==> src/rtl/rv32i_mem_arbiter.sv <==
// rv32i_mem_arbiter: shares one variable-latency memory port between data access and instruction fetch
module rv32i_mem_arbiter #(
    parameter int TIMEOUT = 255
) (
    input  logic        clk_i,
    input  logic        resetn_i,
    input  logic        imem_req_i,
    input  logic [31:0] imem_add_i,
    output logic [31:0] imem_data_o,
    input  logic        dmem_re_i,
    input  logic        dmem_we_i,
    input  logic [31:0] dmem_add_i,
    input  logic [31:0] dmem_di_i,
    input  logic [3:0]  dmem_ble_i,
    output logic [31:0] dmem_do_o,
    output logic        stall_o,
    output logic        mem_req_o,
    output logic        mem_we_o,
    output logic [31:0] mem_add_o,
    output logic [31:0] mem_wdata_o,
    output logic [3:0]  mem_ble_o,
    input  logic        mem_ack_i,
    input  logic [31:0] mem_rdata_i,
    output logic        err_o
);
    typedef enum logic [1:0] {IDLE, DATA, FETCH, RELEASE} state_t;
    localparam logic [7:0]  TMO = 8'(TIMEOUT);
    localparam logic [31:0] NOP = 32'h0000_0013;
    state_t      state_q, state_d;
    logic [7:0]  cnt_q, cnt_d;
    logic [31:0] imem_data_q, imem_data_d, dmem_do_q, dmem_do_d;
    logic        err_q, err_d;
    logic        need_d, need_i, busy, tmo, done;
    assign need_d = dmem_re_i | dmem_we_i;
    assign need_i = imem_req_i;
    assign imem_data_o = imem_data_q;
    assign dmem_do_o = dmem_do_q;
    assign err_o = err_q;
    // next state, memory-side drive, result capture and timeout tracking
    always_comb begin
        state_d = state_q;
        imem_data_d = imem_data_q;
        dmem_do_d = dmem_do_q;
        stall_o = 1'b0;
        mem_req_o = 1'b0;
        mem_we_o = 1'b0;
        mem_add_o = 32'h0;
        mem_wdata_o = 32'h0;
        mem_ble_o = 4'h0;
        busy = (state_q == DATA) || (state_q == FETCH);
        tmo = busy && !mem_ack_i && (cnt_q == TMO);
        done = busy && (mem_ack_i || tmo);
        cnt_d = (busy && !done) ? cnt_q + 8'd1 : 8'd0;
        err_d = err_q | tmo;
        unique case (state_q)
            IDLE: begin
                stall_o = need_d | need_i;
                state_d = need_d ? DATA : need_i ? FETCH : IDLE;
            end
            DATA: begin
                stall_o = 1'b1;
                mem_req_o = 1'b1;
                mem_we_o = dmem_we_i;
                mem_add_o = dmem_add_i;
                mem_wdata_o = dmem_di_i;
                mem_ble_o = dmem_ble_i;
                if (done) begin
                    dmem_do_d = dmem_we_i ? dmem_do_q : mem_ack_i ? mem_rdata_i : 32'h0;
                    state_d = need_i ? FETCH : RELEASE;
                end
            end
            FETCH: begin
                stall_o = 1'b1;
                mem_req_o = 1'b1;
                mem_add_o = imem_add_i;
                mem_ble_o = 4'hF;
                if (done) begin
                    imem_data_d = mem_ack_i ? mem_rdata_i : NOP;
                    state_d = RELEASE;
                end
            end
            default: state_d = IDLE;
        endcase
    end
    // state and result registers with synchronous active-low reset
    always_ff @(posedge clk_i) begin
        if (!resetn_i) begin
            state_q <= IDLE;
            cnt_q <= 8'd0;
            imem_data_q <= NOP;
            dmem_do_q <= 32'h0;
            err_q <= 1'b0;
        end else begin
            state_q <= state_d;
            cnt_q <= cnt_d;
            imem_data_q <= imem_data_d;
            dmem_do_q <= dmem_do_d;
            err_q <= err_d;
        end
    end
endmodule

==> config.mk <==
export PLATFORM = sky130hd
export DESIGN_NAME = rv32i_mem_arbiter
export DESIGN_NICKNAME = d
export VERILOG_FILES = /design/src/rtl/rv32i_mem_arbiter.sv
export SDC_FILE = /design/constraint.sdc
export NUM_CORES = 1
export LEC_CHECK = 0
export BUFFER_PORTS_ARGS = -buffer_cell sky130_fd_sc_hd__buf_2
export CAP_MARGIN = 25
export CELL_PAD_IN_SITES_DETAIL_PLACEMENT = 0
export CELL_PAD_IN_SITES_GLOBAL_PLACEMENT = 1
export CORE_MARGIN = 3
export CORE_UTILIZATION = 29
export CTS_CLUSTER_SIZE = 28
export DETAILED_ROUTE_END_ITERATION = 8
export PLACE_DENSITY_LB_ADDON = 0.3
export SLEW_MARGIN = 20
export SYNTH_ARGS = -nofsm -noshare
export SYNTH_HDL_FRONTEND = slang
export SYNTH_SLANG_ARGS = --single-unit
export TNS_END_PERCENT = 20
==> constraint.sdc <==
create_clock -name clk_i -period 2.25 [get_ports clk_i]
set_input_delay 0.1125 -clock clk_i [delete_from_list [all_inputs] [get_ports clk_i]]
set_output_delay 0.1125 -clock clk_i [all_outputs]
set_load 0.01 [all_outputs]
; ---- Word level (Yosys, flattened, before mapping)
; Index checks and enable logic that the tools add are counted.
[word_totals]
reg_bits = 75
latch_bits = 0
ramBits = 0
romBits = 0
inputBits = 138
out_inout_bits = 136
wordCells = 43
n_memories = 0
[op_classes]
n_addsub = 1
multipliers = 0
div = 0
magnitude_cmp = 0
eq_ne = 5
shifts = 0
muxes = 14
bitwise_logic = 4
reduce_logical = 14
[ops]
columns = operator, count
row1 = 32-bit two-way mux, 3
row2 = 32-bit case mux with 2 select lines, 1
row3 = "8-bit by 1-bit adder with 8-bit output, second input constant", 1
row4 = "8-bit equality test, second input constant", 1
row5 = 2-bit two-way mux, 4
row6 = 4-bit case mux with 2 select lines, 1
row7 = 2-bit case mux with 3 select lines, 1
row8 = 2-bit AND reduction, 3
row9 = 1-bit logical AND, 4
row10 = "2-bit != test, second input constant", 2
row11 = 1-bit two-way mux, 3
row12 = 1-bit bitwise OR, 3
row13 = 3-bit AND reduction, 1
row14 = "2-bit by 1-bit equality test with 1-bit output, second input constant", 1
row15 = "2-bit equality test, second input constant", 1
row16 = 1-bit zero test, 2
row17 = 2-bit zero test, 1
row18 = 1-bit logical OR, 2
row19 = 1-bit case mux with 2 select lines, 1
row20 = 2-bit OR reduction, 1
row21 = 1-bit inverter, 1

; ---- Depth between registers and ports, before layout
[depth]
word_depth = 9
depth_mapped = 8
mapped_depth_nobuf = 5

; ---- Worst setup path after synthesis
; OpenSTA, ideal clock, no wires.
[synth_path]
kind = flip-flop to flip-flop
startpoint = reg state_q[0]
endpoint = reg imem_data_q[21], in the netlist imem_data_o[21]
setup_ns = 0.074
arrival_ns = 1.701
required_ns = 2.176
slack_ns = 0.475
stages_incl_launch_ff = 9
path_buffers = 3
synth_period_minus_slack_ns = 1.775
cell_sequence = dfxtp_1 > inv_1 > ha_1 > buf_2 > nand2_1 > buf_2 > clkbuf_1 > nand2_1 > a31oi_1
[synth_via]
elab_chain_len = 7
word_cells_on_any_way = 8
classes_between = eq/ne (2) / reduce/logical (6)
[synth_lines]
columns = item, line
row1 = start: declaration, 29  ; state_t state_q, state_d;
row2 = start signal: assignment, 94  ; state_q <= state_d;
row3 = 2-bit by 1-bit equality test with 1-bit output / 2-bit equality test (equally long branches), "50, 55"
row4 = 1-bit logical OR, 50  ; busy = (state_q == DATA) || (state_q == FETCH);
row5 = 1-bit logical AND (2 in a row), 51  ; tmo = busy && !mem_ack_i && (cnt_q == TMO);
row6 = 1-bit logical OR, 52  ; done = busy && (mem_ack_i || tmo);
row7 = 1-bit logical AND, 52
row8 = 2-bit AND reduction (no source line) (*), -
row9 = end signal: assignment, 96  ; imem_data_q <= imem_data_d;
row10 = end: declaration, 31  ; logic [31:0] imem_data_q, imem_data_d, dmem_do_q, dmem_do_d;
; Every way passes the cells marked *; elsewhere a longest branch is shown, timed or not.
; A chain may end at the register's enable or synchronous reset.

; ---- Worst setup path in the final report
[layout_path]
startpoint = reg state_q[0]
endpoint = reg state_q[1]
[layout_via]
elab_chain_len = 8
word_cells_on_any_way = 12
classes_between = eq/ne (4) / mux (1) / reduce/logical (7)
[layout_lines]
columns = item, line
row1 = 2-bit by 1-bit equality test with 1-bit output / 2-bit equality test (equally long branches), "50, 55"
row2 = 1-bit logical OR, 50
row3 = 1-bit logical AND (2 in a row), 51
row4 = 1-bit logical OR, 52
row5 = 1-bit logical AND, 52
row6 = 2-bit != test (no source line), -
row7 = 2-bit AND reduction (no source line), -
; Parallel ways exist; a longest one is shown, timed or not.

==> impl_summary.log <==
[metrics] result of the run: complete, no violations
[metrics] Net count, final: 1,004
[metrics] cell type contributing the most total cell area after synthesis: sky130_fd_sc_hd__dfxtp_1
[metrics] number of filler instances in the final layout: 1,638
[metrics] die outline height: 131 um
[metrics] Synthesized Nets: 767
[metrics] floorplan core area: 15,300 um2
[metrics] top cells by area in the synthesized netlist: sky130_fd_sc_hd__dfxtp_1 (33%), sky130_fd_sc_hd__nor2b_1 (14%), sky130_fd_sc_hd__a31oi_1 (8.4%), sky130_fd_sc_hd__o21ai_0 (7.7%), sky130_fd_sc_hd__nand3_1 (7.2%)
[metrics] critical path's top delay family: adder cells
[metrics] Wirelength per Cell: 16.6 um
[metrics] port buffer count: 273
[metrics] Arrival @ worst endpoint: 2.31 ns
[metrics] number of placement rows: 45
[metrics] crit end category: flop
[metrics] CP bufs+invs: 2
[metrics] worst setup timing slack at the placement stage: 0.239 ns
[metrics] Worst Setup Slack, final: 0.195 ns
[metrics] startpoint type of the worst setup path: flop
[metrics] CTS buffer count: 9
[metrics] number of remaining DRC errors: 0
[metrics] number of violations reported at the end of detailed-routing iteration 0: 497
[metrics] fin crit share: 91.3%
[metrics] unrepaired setup endpoints after global routing: false
[metrics] number of flip-flops and latches in the synthesized netlist: 75
[metrics] clock root buffer: sky130_fd_sc_hd__clkbuf_16
[metrics] Mapped Area: 4550 um2
[metrics] Resized Gates After CTS: 0
[metrics] switching fraction of total power: 37.2%
[metrics] H-tree depth reported by CTS: 3
[metrics] final wirelength: 17,900 um
[metrics] later-pin clock latency in the skew report: 0.33 ns
[metrics] Worst path max stage delay: 0.51 ns
[metrics] share of total power in the clock network: 25.8%
[metrics] Die Span X: 131 um
[metrics] worst voltage drop across the vdd grid: 0.000389 V
[metrics] final period demand of the worst path: 2.06 ns
[metrics] CP cell instances: inv_1, ha_1, nand4_1, buf_4, o21ai_0, mux2i_1
[metrics] # setup viols final: 0
[metrics] tightest slew margin relative to the limit: 59.4%
[metrics] leftover overflow at the end of global routing: 0
[metrics] critical-path maximum fanout: 24
[metrics] aggregate negative setup slack: 0 ns
[metrics] count of max-cap constraint violations: 0
[metrics] CTS Sinks: 75
[metrics] power share of the sequential group: 31.2%
[metrics] switching pwr: 1870 uW
[metrics] pin slew with the least headroom to its limit: 0.608 ns
[metrics] routability cong.: 0.782
[metrics] clock transition time at the flip-flop clock pins of the worst setup and hold paths: 0.06 ns
[metrics] cts-stage hold buffer count: 0
[metrics] clock tree from TritonCTS: built
[metrics] endpoints failing hold: 0
[metrics] global-route wire length before repair: 28,100 um
[metrics] synthesis warning total: 0
[metrics] power per cell area: 787 nW/um2
[metrics] pin count of the biggest net entering global routing: 60
[metrics] I/O pin count: 274
[metrics] Max Buffers Root-to-Sink: 2
[metrics] class of the most critical hold timing path: primary input to flop
[metrics] critical path required time: 2.51 ns
[metrics] post-DR vias/cell: 4.98
[metrics] Final ANT Viol Nets: 0
[metrics] average instance area after synthesis: 7.28 um2
[metrics] internal power: 3140 uW
[metrics] area growth from synthesis to final layout: 40.1%
[metrics] category of the critical setup timing path: flop to flop
[metrics] distinct cell type count after synthesis: 33
[metrics] area share of the largest cell type after synthesis: 33.0%
[metrics] number of optimization iterations in the first detailed-route pass: 4
[metrics] final setup skew: 0.00731 ns
[metrics] Leak: 0.00275 uW
[metrics] vias in the first global route: 5,089
[metrics] total inserted antenna cells: 0
[metrics] Die Area: 17,200 um2
[metrics] initial antenna violation count: 0
[metrics] post-detailed-placement half-perimeter wirelength: 13,000 um
[metrics] number of instances in the synthesized netlist: 624
[metrics] total setup buffers inserted after CTS: 0
[metrics] global router's overall resource usage: 19.9%
[metrics] share of total power in combinational logic: 42.9%
[metrics] upper clock frequency limit: 487 MHz
[metrics] effective utilization at floorplan: 29.8%
[metrics] via count: 5,368
[metrics] proportion of synthesized chip area in sequential cells: 33.0%
[metrics] fraction of the core area covered by cells at the end of the flow: 41.7%
[metrics] final number of max-transition violations: 0
[metrics] Critical-path top delay cell: sky130_fd_sc_hd__ha_1
[metrics] fraction of final layout cells with drive strength greater than 1: 35.5%
## logic make-up (layout without fill, tap and decap cells)
| group | after synthesis | count (layout) | synth area share, % |
|---|---|---|---|
| XOR/XNOR | 3 | 3 | 0.578 |
| flip-flops | 75 | 75 | 33.0 |
| AO/OA/AOI/OAI | 182 | 182 | 24.1 |
| adder cells (fa/ha/maj) | 5 | 5 | 1.38 |
| buffers and inverters | 73 | 315 | 6.61 |
| multiplexers | 2 | 2 | 0.440 |
| AND/OR/NAND/NOR | 284 | 284 | 33.9 |
## power groups by stage
stage / Clock [uW] / Sequential (uW) / Combinational, uW
2_1_floorplan: 0 / 1620 / 1240
3_3_place_gp: 0 / 1590 / 2180
3_5_place_dp: 0 / 1590 / 2160
4_1_cts: 1330 / 1570 / 2170
5_1_grt: 1380 / 1590 / 2370
6_report: 1290 / 1560 / 2150
## worst reg2reg max path, stage by stage, from the launching register on
cell                      delay [ns]
sky130_fd_sc_hd__dfxtp_1        0.38
sky130_fd_sc_hd__inv_1          0.08
sky130_fd_sc_hd__ha_1           0.51
sky130_fd_sc_hd__nand4_1        0.16
sky130_fd_sc_hd__buf_4          0.25
sky130_fd_sc_hd__o21ai_0        0.37
sky130_fd_sc_hd__mux2i_1        0.23
## cell usage after synthesis
master / n
sky130_fd_sc_hd__a22oi_1: 33
sky130_fd_sc_hd__and4_1: 2
sky130_fd_sc_hd__nor2b_1: 99
sky130_fd_sc_hd__nor3_1: 1
sky130_fd_sc_hd__nor2_1: 6
sky130_fd_sc_hd__buf_2: 20
sky130_fd_sc_hd__xor2_1: 2
sky130_fd_sc_hd__o21a_1: 2
sky130_fd_sc_hd__clkbuf_1: 47
sky130_fd_sc_hd__or4_1: 1
sky130_fd_sc_hd__a31oi_1: 61
sky130_fd_sc_hd__or3_1: 2
sky130_fd_sc_hd__inv_1: 4
sky130_fd_sc_hd__mux2i_1: 2
sky130_fd_sc_hd__a21o_1: 2
sky130_fd_sc_hd__and2_1: 34
sky130_fd_sc_hd__nand3_1: 65
sky130_fd_sc_hd__nand4b_1: 3
sky130_fd_sc_hd__ha_1: 5
sky130_fd_sc_hd__clkbuf_2: 1
sky130_fd_sc_hd__a21oi_1: 8
sky130_fd_sc_hd__dfxtp_1: 75
sky130_fd_sc_hd__o31ai_1: 2
sky130_fd_sc_hd__a211oi_1: 3
sky130_fd_sc_hd__nand2_1: 65
sky130_fd_sc_hd__nand4_1: 2
sky130_fd_sc_hd__o21ai_0: 70
sky130_fd_sc_hd__nor4bb_1: 1
sky130_fd_sc_hd__nand3b_1: 2
sky130_fd_sc_hd__a2bb2oi_1: 1
sky130_fd_sc_hd__clkinv_1: 1
sky130_fd_sc_hd__xnor2_1: 1
sky130_fd_sc_hd__and3b_1: 1
## metrics by stage
| step | area [um2] | hold slack, ns | instances | total power (uW) |
|---|---|---|---|---|
| floorplan | 4550 | 0.294 | 624 | 2870 |
| global placement | 6110 | 0.399 | 1061 | 3770 |
| detailed placement | 6110 | 0.394 | 1061 | 3750 |
| CTS | 6360 | 0.0491 | 1077 | 5060 |
| global route | 6370 | 0.0784 | 1077 | 5340 |
| finish | 6370 | 0.0560 | 1077 | 5010 |
## state kept, by name, summed over array words and instances, names as in the netlist
register and cells:
cnt_q 8, dmem_do_o 32, err_o 1, imem_data_o 32
state_q 2
## metal layers
metal / vias up / track usage, % / routed length (um)
met5: - / 0 / 0
met4: 0 / 7.29 / 564
met3: 29 / 5.32 / 1220
met2: 199 / 34.5 / 8770
met1: 2471 / 23.8 / 7370
li1: 2669 / - / -
## area by class of cell
type                    instances  area (um2)  share of cell area, %
multi-input cells             476        2750                   43.1
repair buffers                294        1580                   24.8
flip-flops and latches         75        1500                   23.6
well taps                     211         264                   4.15
clock buffers                  14         244                   3.83
inverters                       5        18.8                  0.295
clock inverters                 2        12.5                  0.197
## layout by cell type (no fill, tap or decap), types with 2 or more instances in the layout
cell type                   Yosys  final
sky130_fd_sc_hd__a211oi_1       3      3
sky130_fd_sc_hd__a21o_1         2      2
sky130_fd_sc_hd__a21oi_1        8      8
sky130_fd_sc_hd__a22oi_1       33     33
sky130_fd_sc_hd__a31oi_1       61     61
sky130_fd_sc_hd__and2_1        34     34
sky130_fd_sc_hd__and4_1         2      2
sky130_fd_sc_hd__buf_12         0      4
sky130_fd_sc_hd__buf_2         20    272
sky130_fd_sc_hd__buf_4          0     17
sky130_fd_sc_hd__clkbuf_1      47      5
sky130_fd_sc_hd__clkbuf_16      0      9
sky130_fd_sc_hd__dfxtp_1       75     75
sky130_fd_sc_hd__ha_1           5      4
sky130_fd_sc_hd__inv_1          4      4
sky130_fd_sc_hd__mux2i_1        2      2
sky130_fd_sc_hd__nand2_1       65     65
sky130_fd_sc_hd__nand3_1       65     65
sky130_fd_sc_hd__nand3b_1       2      2
sky130_fd_sc_hd__nand4_1        2      2
sky130_fd_sc_hd__nand4b_1       3      3
sky130_fd_sc_hd__nor2_1         6      6
sky130_fd_sc_hd__nor2b_1       99     99
sky130_fd_sc_hd__o21a_1         2      2
sky130_fd_sc_hd__o21ai_0       70     70
sky130_fd_sc_hd__o31ai_1        2      2
sky130_fd_sc_hd__or3_1          2      2
sky130_fd_sc_hd__xor2_1         2      2
## worst paths after layout
| kind | cells past startpoint | to | slack, ns | from |
|---|---|---|---|---|
| setup / recovery | 6 | state_q[1] | 0.19 | state_q[0] |
| hold / removal | 2 | imem_data_o[1] | 0.06 | resetn_i |
| setup reg to reg | 6 | state_q[1] | 0.19 | state_q[0] |
| hold reg to reg | 1 | err_o | 0.47 | err_o |
No activity file was read; power rests on OpenSTA's default activity.
